===== config.mk =====
export PLATFORM = sky130hd
export DESIGN_NAME = intersection_ctrl
export DESIGN_NICKNAME = d
export VERILOG_FILES = /design/src/rtl/intersection_pkg.sv /design/src/rtl/intersection_ctrl_phase_timer.sv /design/src/rtl/intersection_ctrl.sv
export SDC_FILE = /design/constraint.sdc
export NUM_CORES = 1
export LEC_CHECK = 0
export ABC_AREA = 1
export ABC_CLOCK_PERIOD_IN_PS = 2400
export CAP_MARGIN = 40
export CORE_AREA = 2 2 39 41
export CTS_BUF_LIST = sky130_fd_sc_hd__clkbuf_16
export DETAILED_ROUTE_END_ITERATION = 10
export DIE_AREA = 0 0 41 43
export SLEW_MARGIN = 0
export SYNTH_ARGS = -nofsm -noshare
export SYNTH_HDL_FRONTEND = slang
export SYNTH_SLANG_ARGS = --single-unit

===== constraint.sdc =====
create_clock -name Clock -period 2.4 [get_ports Clock]
set_clock_uncertainty 0.15 [all_clocks]
set_input_delay 0.24 -clock Clock [delete_from_list [all_inputs] [get_ports Clock]]
set_output_delay 0.24 -clock Clock [all_outputs]
set_load 0.005 [all_outputs]

===== src/rtl/intersection_pkg.sv =====
// Shared definitions for the intersection controller: phase encoding and
// the phase-timer width helper.
package intersection_pkg;

    // Six-phase signal cycle, 3-bit encoding.
    typedef enum logic [2:0] {
        A_GRN  = 3'd0,
        A_YLW  = 3'd1,
        RED_AB = 3'd2,
        B_GRN  = 3'd3,
        B_YLW  = 3'd4,
        RED_BA = 3'd5
    } state_t;

    // Bits needed to hold counts up to and including max_count.
    function automatic int unsigned cnt_width(input int unsigned max_count);
        return (max_count <= 1) ? 1 : $clog2(max_count + 1);
    endfunction

endpackage


===== src/rtl/intersection_ctrl_phase_timer.sv =====
// Phase timer: counts cycles spent in the current phase, cleared on change.
module phase_timer
    import intersection_pkg::*;
#(
    parameter int unsigned W = 4
) (
    input  logic         Clock,
    input  logic         Reset,
    input  logic         clr,
    output logic [W-1:0] cnt
);

    logic [W-1:0] cnt_q;
    logic [W-1:0] cnt_d;

    // Next count: clear on phase change, otherwise count up. Saturates so an
    // indefinitely held main-road green can never wrap back below its minimum.
    always_comb begin
        cnt_d = cnt_q;
        if (clr) begin
            cnt_d = '0;
        end else if (cnt_q != '1) begin
            cnt_d = cnt_q + 1'b1;
        end
    end

    // Count register with synchronous reset.
    always_ff @(posedge Clock) begin
        if (Reset) begin
            cnt_q <= '0;
        end else begin
            cnt_q <= cnt_d;
        end
    end

    assign cnt = cnt_q;

endmodule


===== src/rtl/intersection_ctrl.sv =====
// Two-road intersection controller: Moore FSM with lamp decode.
// Optional pedestrian walk phase enabled by defining INTERSECTION_PED_EN.
module intersection_ctrl
    import intersection_pkg::*;
#(
    parameter int unsigned GRN_A_MIN    = 8,
    parameter int unsigned YLW_TIME     = 3,
    parameter int unsigned ALL_RED_TIME = 1,
    parameter int unsigned GRN_B_MIN    = 4,
    parameter int unsigned GRN_B_MAX    = 12,
    parameter int unsigned WALK_TIME    = 6
) (
    input  logic Clock,
    input  logic Reset,
    input  logic CAR_B,
    input  logic PED,
    output logic redA,
    output logic ylwA,
    output logic grnA,
    output logic redB,
    output logic ylwB,
    output logic grnB,
    output logic walk
);

    localparam int unsigned MAX_AB = (GRN_A_MIN > GRN_B_MAX) ? GRN_A_MIN : GRN_B_MAX;
    localparam int unsigned MAX_YR = (YLW_TIME > ALL_RED_TIME) ? YLW_TIME : ALL_RED_TIME;
    localparam int unsigned CW     = cnt_width((MAX_AB > MAX_YR) ? MAX_AB : MAX_YR);

    localparam logic [CW-1:0] A_MIN_M1 = CW'(GRN_A_MIN - 1);
    localparam logic [CW-1:0] YLW_M1   = CW'(YLW_TIME - 1);
    localparam logic [CW-1:0] AR_M1    = CW'(ALL_RED_TIME - 1);
    localparam logic [CW-1:0] B_MIN_M1 = CW'(GRN_B_MIN - 1);
    localparam logic [CW-1:0] B_MAX_M1 = CW'(GRN_B_MAX - 1);
    localparam logic [CW-1:0] WALK_M1  = CW'(WALK_TIME - 1);

    state_t        state_q, state_d;
    logic          ped_pending_q, ped_pending_d;
    logic          walk_active_q, walk_active_d;
    logic [CW-1:0] cnt;
    logic [CW-1:0] min_b_m1;
    logic          clr;
    logic          entering_b;
    logic          leaving_b;

    phase_timer #(.W(CW)) u_timer (
        .Clock (Clock),
        .Reset (Reset),
        .clr   (clr),
        .cnt   (cnt)
    );

    // Next-state logic; timer clears whenever the phase is about to change.
    always_comb begin
        state_d  = state_q;
        min_b_m1 = walk_active_q ? WALK_M1 : B_MIN_M1;
        case (state_q)
            A_GRN:   if (cnt >= A_MIN_M1 && (CAR_B || ped_pending_q)) state_d = A_YLW;
            A_YLW:   if (cnt == YLW_M1) state_d = RED_AB;
            RED_AB:  if (cnt == AR_M1) state_d = B_GRN;
            B_GRN:   if (cnt == B_MAX_M1 || (cnt >= min_b_m1 && !CAR_B)) state_d = B_YLW;
            B_YLW:   if (cnt == YLW_M1) state_d = RED_BA;
            RED_BA:  if (cnt == AR_M1) state_d = A_GRN;
            default: state_d = A_GRN;
        endcase
        clr        = (state_d != state_q);
        entering_b = (state_q == RED_AB) && (state_d == B_GRN);
        leaving_b  = (state_q == B_GRN) && (state_d != B_GRN);
    end

`ifdef INTERSECTION_PED_EN
    // Pedestrian bookkeeping: a request on the entry edge stays pending
    // (set wins); walk is latched for the side-road green it enters.
    always_comb begin
        ped_pending_d = ped_pending_q;
        walk_active_d = walk_active_q;
        if (entering_b) begin
            ped_pending_d = 1'b0;
            walk_active_d = ped_pending_q;
        end else if (leaving_b) begin
            walk_active_d = 1'b0;
        end
        if (PED) begin
            ped_pending_d = 1'b1;
        end
    end
`else
    logic ped_unused;
    assign ped_unused = PED ^ entering_b ^ leaving_b;

    // Pedestrian phase disabled: no pending requests, no walk.
    always_comb begin
        ped_pending_d = 1'b0;
        walk_active_d = 1'b0;
    end
`endif

    // State and pedestrian registers; reset overrides everything.
    always_ff @(posedge Clock) begin
        if (Reset) begin
            state_q       <= A_GRN;
            ped_pending_q <= 1'b0;
            walk_active_q <= 1'b0;
        end else begin
            state_q       <= state_d;
            ped_pending_q <= ped_pending_d;
            walk_active_q <= walk_active_d;
        end
    end

    // Lamp decode from registered state only.
    always_comb begin
        redA = 1'b0;
        ylwA = 1'b0;
        grnA = 1'b0;
        redB = 1'b0;
        ylwB = 1'b0;
        grnB = 1'b0;
        walk = 1'b0;
        case (state_q)
            A_GRN:  begin grnA = 1'b1; redB = 1'b1; end
            A_YLW:  begin ylwA = 1'b1; redB = 1'b1; end
            B_GRN:  begin redA = 1'b1; grnB = 1'b1; walk = walk_active_q; end
            B_YLW:  begin redA = 1'b1; ylwB = 1'b1; end
            default: begin redA = 1'b1; redB = 1'b1; end
        endcase
    end

endmodule

==> results of run 1 <==
## cell families after synthesis
kind of cell    Yosys count  synth area share (%)
flops                     7                  28.5
other cells               1                 0.763
buf+inv                  16                  13.0
simple gates             43                  35.9
fa+ha+maj                 3                  7.63
xor+xnor                  1                  1.78
compound gates           12                  12.5
## synthesized netlist by cell type (all sizes together), types with 2 or more instances
cell type  number  area (um^2)
nand2          23         88.8
o21ai           4         20.0
nor2           14         52.6
nand3           4         20.0
nor3            2         15.0
ha              3         37.5
dfxtp           7          140
inv            15         56.3
a21oi           7         35.0
## sequential cells by signal, indices dropped and copies added, names as in the netlist
name         cells
u_timer.cnt      4
state_q          3
## metrics by stage
stage | total power [uW] | setup slack, ns
6_report | 457 | 0.460
5_1_grt | 475 | 0.355
4_1_cts | 461 | 0.472
3_5_place_dp | 174 | 0.723
3_3_place_gp | 172 | 0.740
2_1_floorplan | 162 | 1.01
## where the power goes
group | internal (uW) | switching, uW | total, uW | leakage (uW)
combinational | 17.4 | 25.8 | 43.2 | 0.000223
sequential | 123 | 6.38 | 129 | 0.0000570
clock | 217 | 67.3 | 284 | 0.0000423
## area by class of cell
class | count | area, um^2
well taps | 16 | 20.0
flip-flops and latches | 7 | 140
inverters | 15 | 56.3
multi-input cells | 60 | 288
fillers | 166 | 721
repair buffers | 8 | 80.1
clock inverters | 1 | 3.75
clock buffers | 3 | 75.1
## worst register-to-register path, delay by kind of cell (launching register included)
family / cells / cell delay (ns)
AND/OR/NAND/NOR: 5 / 0.49
adder cells (fa/ha/maj): 1 / 0.20
flip-flops: 1 / 0.38
AO/OA/AOI/OAI: 1 / 0.15
buffers and inverters: 2 / 0.13
## per-layer routing
metal | global-route usage [%] | wire [um] | up-vias | share of wire [%]
met2 | 22.5 | 484 | 20 | 44
met1 | 19.2 | 496 | 228 | 45
met4 | 16.0 | 51 | 0 | 4.6
met3 | 6.28 | 65 | 4 | 5.9
li1 | - | - | 275 | -
met5 | 0 | 0 | - | 0
## cell usage in the layout, fill, tap and decap left out
master	Yosys	final
conb_1	1	1
nand3_1	4	4
nor2_1	14	14
ha_1	3	3
nor3_1	1	1
clkdlybuf4s50_1	0	8
clkbuf_16	0	3
nand2_2	1	1
a31oi_1	1	1
inv_1	13	14
inv_2	2	2
a21oi_1	7	7
nor3_2	1	1
xor2_1	1	1
dfxtp_1	7	7
nand2_1	22	22
o21ai_0	4	4
## worst paths after layout
path	slack [ns]	from	endpoint	depth (start not counted)
hold reg to reg	0.43	u_timer.cnt[3]	u_timer.cnt[3]	2
setup / recovery	0.46	state_q[0]	ylwB	4
hold / removal	0.43	u_timer.cnt[3]	u_timer.cnt[3]	2
setup reg to reg	0.84	u_timer.cnt[0]	u_timer.cnt[2]	9
==> flow_metrics.tcl, run 1 <==
set metrics [dict create \
    fp.dieH_um 43 \
    drt-total-wl_mm 1.10 \
    ys_seq_elements 7 \
    synth_cell_types 16 \
    detail_route.wl_per_cell_um 9.97 \
    crit_path_top_delay_cell "clkdlybuf4s50_1" \
    crit_path_max_incr_delay_ns 0.56 \
    drv_cap 0 \
    p_leak_uw 0.000322 \
    io_buffer_count 8 \
    num_io_pins 11 \
    arrival_ns 1.55 \
    cts_buffers 3 \
    fin_cells 110 \
    rows 14 \
    htree_levels 1 \
    postCtsSetupBuffers 0 \
    vias 527 \
    dp_hpwl_um 838 \
    clockBufferDepth 2 \
    tns_ns 0 \
    seq_area_frac_synth_pct 28.5 \
    rsz0062_at_grt "false" \
    finalHoldViolations 0 \
    finalCritPeriodShare_pct 80.8 \
    synth_async_sr_flop_share_pct 0 \
    hold_slack_ns 0.433 \
    synth_nets 90 \
    grt_pass1_vias 470 \
    crit_fanout 4 \
    crit_type "reg -> out" \
    vias_per_cell 4.79 \
    antenna_found_initial 0 \
    cts_hold_buf 0 \
    fmax_mhz 515 \
    drive_gt1_share_pct 7.45 \
    syn_area_um2 492 \
    grt-ovfl-total 0 \
    cts_resized 0 \
    setup.worst_path.start_class "flip-flop" \
    irDropWorstVdd_mv 0.588 \
    crit_family "buffers and inverters" \
    initial_core_util_pct 35.5 \
    grt_usage_pct 16.8 \
    timing.final.crit_period_ns 1.94 \
    dieArea_um2 1760 \
    routabilityCongestion 0.731 \
    avgSynthCellArea_um2 5.92 \
    yosysWarningCount 0 \
    path_clk_slew_ns 0.04 \
    finalSetupViolCount 0 \
    cts_tree "built" \
    status "completed" \
    synth_edf_count 0 \
    drt_iter0_drc 9 \
    grt_pass1_wl_mm 1.86 \
    worstSkewPairLatency_ns 0.23 \
    synth_ff_type "dfxtp_1" \
    placed_cells 106 \
    antenna_left 0 \
    critPathRequiredTime_ns 2.01 \
    finalNetCount 102 \
    final_core_util_pct 47.9 \
    syn2layout_area_growth_pct 34.9 \
    syn-instance-count 83 \
    fin_area_um2 663 \
    crit_buf_inv 2 \
    drcViolationCount 0 \
    powerDensity_nw_per_um2 689 \
    crit_chain "inv_1 -> nand2_1 -> nor2_1 -> clkdlybuf4s50_1" \
    hp-class "reg -> reg" \
    firstDrtPassIters 4 \
    core_um2 1380 \
    root_buffer "clkbuf_16" \
    clkSinkCount 7 \
    placement.cell_area_um2 584 \
    end_kind "output port" \
    grt_max_degree 7 \
    diodes 0 \
    fp.dieW_um 41 \
    drv_slew 0 \
]
Power figures use the tool's default switching activity.
==> run 2: changes to the inputs <==
--- a/config.mk
+++ b/config.mk
@@ -6,7 +6,7 @@
 export NUM_CORES = 1
 export LEC_CHECK = 0
 export ABC_AREA = 1
-export ABC_CLOCK_PERIOD_IN_PS = 2400
+export ABC_CLOCK_PERIOD_IN_PS = 1900
 export CAP_MARGIN = 40
 export CORE_AREA = 2 2 39 41
 export CTS_BUF_LIST = sky130_fd_sc_hd__clkbuf_16
==> constraint.sdc (replaced) <==
create_clock -name Clock -period 1.9 [get_ports Clock]
set_clock_uncertainty 0.15 [all_clocks]
set_input_delay 0.19 -clock Clock [delete_from_list [all_inputs] [get_ports Clock]]
set_output_delay 0.19 -clock Clock [all_outputs]
set_load 0.005 [all_outputs]
==> flow_metrics.tcl, run 2 (synthesis gave the netlist of run 1 again) <==
set metrics [dict create \
    crit_chain "inv_1 -> nand2_1 -> nor2_1 -> clkdlybuf4s50_1" \
    diodes 0 \
    tns_ns 0 \
    crit_buf_inv 2 \
    worstSkewPairLatency_ns 0.23 \
    finalNetCount 102 \
    crit_path_max_incr_delay_ns 0.52 \
    powerDensity_nw_per_um2 845 \
    drv_slew 0 \
    rsz0062_at_grt "false" \
    drive_gt1_share_pct 10.6 \
    fin_area_um2 679 \
    arrival_ns 1.47 \
    grt_usage_pct 14.8 \
    antenna_left 0 \
    critPathRequiredTime_ns 1.56 \
    vias_per_cell 4.68 \
    pre_cts_slack_ns 0.277 \
    fp.dieH_um 43 \
    vias 515 \
    fmax_mhz 554 \
    fp.dieW_um 41 \
    cts_hold_buf 0 \
    status "completed" \
    dieArea_um2 1760 \
    end_kind "output port" \
    drv_cap 0 \
    timing.final.crit_period_ns 1.81 \
    rows 14 \
    finalHoldViolations 0 \
    fin_cells 110 \
    crit_family "buffers and inverters" \
    drt-total-wl_mm 1.08 \
    routabilityCongestion 0.731 \
    postCtsSetupBuffers 0 \
    clockBufferDepth 2 \
    placed_cells 106 \
    grt-ovfl-total 0 \
    initial_core_util_pct 35.5 \
    nFillCells 151 \
    crit_type "reg -> out" \
    power_uw 574 \
    core_um2 1380 \
    finalSetupViolCount 0 \
    htree_levels 1 \
    final_cell_mix "nand2_1, inv_1, nor2_1" \
    hp-class "reg -> reg" \
    io_buffer_count 8 \
    drcViolationCount 0 \
    root_buffer "clkbuf_16" \
    firstDrtPassIters 3 \
    p_leak_uw 0.000323 \
    finalCritPeriodShare_pct 95.1 \
    grt_max_degree 7 \
    syn2layout_area_growth_pct 38.2 \
    path_clk_slew_ns 0.04 \
    grt_pass1_vias 437 \
    crit_fanout 4 \
    num_io_pins 11 \
    setup.worst_path.start_class "flip-flop" \
    largest_reg_flops 4 \
    grt_pass1_wl_mm 1.72 \
    cts_buffers 3 \
    clkSinkCount 7 \
    cts_tree "built" \
    drt_iter0_drc 7 \
    antenna_found_initial 0 \
    final_common_cell "nand2_1" \
    crit_path_top_delay_cell "clkdlybuf4s50_1" \
    worst_slack_ns 0.0935 \
    dp_hpwl_um 811 \
    irDropWorstVdd_mv 0.529 \
    detail_route.wl_per_cell_um 9.85 \
    placement.cell_area_um2 584 \
]
==> run 2: cell counts in the layout (fill, tap and decap cells not counted) <==
No cell type changed its count.
==> run 2: tightest hold or removal path, stage by stage, from the launching register on <==
cell and delay (ns):
dfxtp_1 0.34, a21oi_1 0.14, nor2_1 0.05
==> run 2: path summary, 6_finish.rpt <==
kind                                  endpoint  slack [ns]            from  depth (start not counted)
worst max-delay path                      grnA        0.09      state_q[0]                          4
worst min-delay path            u_timer.cnt[3]        0.43  u_timer.cnt[3]                          2
worst max register to register  u_timer.cnt[2]        0.33  u_timer.cnt[0]                          9
worst min register to register  u_timer.cnt[3]        0.43  u_timer.cnt[3]                          2
==> run 2: final cells by class <==
class                      count  area [um^2]  share of cell area (%)
multi-input combinational     60          302                    44.4
sequential                     7          143                    21.0
timing repair buffer           8         80.1                    11.8
clock buffer                   3         75.1                    11.0
inverter                      15         56.3                    8.29
tap                           16         20.0                    2.95
clock inverter                 1         3.75                   0.552
==> run 2: per-layer routing <==
metal,GRT usage (%),part of all wire (%),up-vias,wire [um]
li1,-,-,276,-
met1,19.9,47,224,512
met2,19.4,46,11,496
met3,3.14,4.4,4,48
met4,12.0,2.3,0,25
met5,0,0,-,0
==> run 2: report_power, final <==
group	total (uW)	switching (uW)	internal, uW	leakage (uW)
Clock	356	82.5	274	0.0000423
Combinational	54.5	32.6	21.9	0.000222
Sequential	163	7.90	155	0.0000581
Total	574	123	451	0.000323
==> run 2: timing repair <==
item,in CTS,in global routing
setup endpoints to repair,0,3
endpoints found under the hold margin,0,0
resized for setup,0,5
==> run 2: stage by stage <==
step | utilization, % | hold slack, ns
after detailed placement | 42.2 | 0.426
after global routing | 49.1 | 0.466
after global placement | 42.2 | 0.415
final | 49.1 | 0.429
after CTS | 47.9 | 0.433
after floorplan | - | 0.109
==> run 3: changes to the inputs <==
--- a/config.mk
+++ b/config.mk
@@ -8,10 +8,10 @@
 export ABC_AREA = 1
 export ABC_CLOCK_PERIOD_IN_PS = 1900
 export CAP_MARGIN = 40
-export CORE_AREA = 2 2 39 41
+export CORE_MARGIN = 2
+export CORE_UTILIZATION = 35
 export CTS_BUF_LIST = sky130_fd_sc_hd__clkbuf_16
 export DETAILED_ROUTE_END_ITERATION = 10
-export DIE_AREA = 0 0 41 43
 export SLEW_MARGIN = 0
 export SYNTH_ARGS = -nofsm -noshare
 export SYNTH_HDL_FRONTEND = slang
==> flow_metrics.tcl, run 3 (synthesis gave the netlist of run 1 again) <==
set metrics [dict create \
    dieArea_um2 1720 \
    fmax_mhz 548 \
    finalCritPeriodShare_pct 96.0 \
    grt_pass1_vias 389 \
    antenna_left 0 \
    finalNetCount 102 \
    drt_iter0_drc 3 \
    finalSetupViolCount 0 \
    p_leak_uw 0.000322 \
    powerDensity_nw_per_um2 857 \
    root_buffer "clkbuf_16" \
    firstDrtPassIters 3 \
    crit_fanout 4 \
    fp.dieW_um 41.5 \
    finalHoldViolations 0 \
    htree_levels 1 \
    setup.worst_path.start_class "flip-flop" \
    grt_pass1_wl_mm 1.52 \
    hold_slack_ns 0.429 \
    vias 479 \
    status "completed" \
    initial_core_util_pct 37.8 \
    irDropWorstVdd_mv 0.629 \
    grt-ovfl-total 0 \
    cts_resized 0 \
    critPathRequiredTime_ns 1.56 \
    rsz0062_at_grt "false" \
    diodes 0 \
    antenna_found_initial 0 \
    drt-total-wl_um 960 \
    drcViolationCount 0 \
    timing.final.crit_period_ns 1.82 \
    hp-class "in -> reg" \
    worstSkewPairLatency_ns 0.23 \
    path_clk_slew_ns 0.04 \
    final_common_cell "nand2_1" \
    fp.dieH_um 41.5 \
    drive_gt1_share_pct 8.51 \
    detail_route.wl_per_cell_um 8.81 \
    clockBufferDepth 2 \
    final_cell_mix "nand2_1, inv_1, nor2_1" \
    drv_cap 0 \
    cts_hold_buf 0 \
    num_io_pins 11 \
    end_kind "output port" \
    routabilityCongestion 0.769 \
    dp_hpwl_um 761 \
    grt_usage_pct 12.3 \
    core_um2 1300 \
    vias_per_cell 4.39 \
    io_buffer_count 8 \
    crit_type "reg -> out" \
    drv_slew 0 \
    cts_buffers 3 \
    rows 13 \
    clkSinkCount 7 \
    cts_tree "built" \
    syn2layout_area_growth_pct 35.1 \
    arrival_ns 1.48 \
    postCtsSetupBuffers 0 \
    tns_ns 0 \
    largest_reg_flops 4 \
    grt_max_degree 7 \
]
==> run 3: cell counts in the layout (fill, tap and decap cells not counted) <==
No cell type changed its count.
==> run 3: routing by layer <==
layer / global-route usage, % / vias to the layer above / share of wire, %
li1: - / 277 / -
met1: 14.7 / 186 / 51
met2: 16.3 / 11 / 39
met3: 5.22 / 5 / 6.3
met4: 11.6 / 0 / 4.4
met5: 0 / - / 0
==> run 3: power by group <==
part	internal, uW	total, uW	switching, uW
Sequential	155	162	7.51
Combinational	21.6	52.3	30.7
Clock	274	354	80.7
==> run 3: critical path, stage by stage, from the launching register on <==
cell             delay (ns)
dfxtp_1                0.37
inv_1                  0.08
nor3_2                 0.24
clkdlybuf4s50_1        0.56
==> run 3: per-stage QoR <==
stage | instance area, um^2 | util [%] | std cells | setup WS, ns | power, uW
6_report | 664 | 51.1 | 109 | 0.0751 | 569
5_1_grt | 664 | 51.1 | 109 | 0.0162 | 595
4_1_cts | 662 | 50.9 | 109 | 0.0576 | 578
3_5_place_dp | 583 | 44.8 | 105 | 0.271 | 217
3_3_place_gp | 583 | 44.8 | 105 | 0.283 | 217
2_1_floorplan | 492 | - | 83 | 0.507 | 205
==> run 3: worst paths after layout <==
path	from	to	slack [ns]	cells after the start
worst min-delay path	Reset	state_q[2]	0.43	2
worst max register to register	u_timer.cnt[0]	u_timer.cnt[1]	0.36	9
worst max-delay path	state_q[0]	grnB	0.08	3
worst min register to register	u_timer.cnt[3]	u_timer.cnt[3]	0.44	2
==> run 3: final cells by class <==
class / instances / area, um^2
inverters: 15 / 56.3
multi-input cells: 60 / 290
clock buffers: 3 / 75.1
clock inverters: 1 / 3.75
fillers: 137 / 637
well taps: 15 / 18.8
flip-flops and latches: 7 / 140
repair buffers: 8 / 80.1
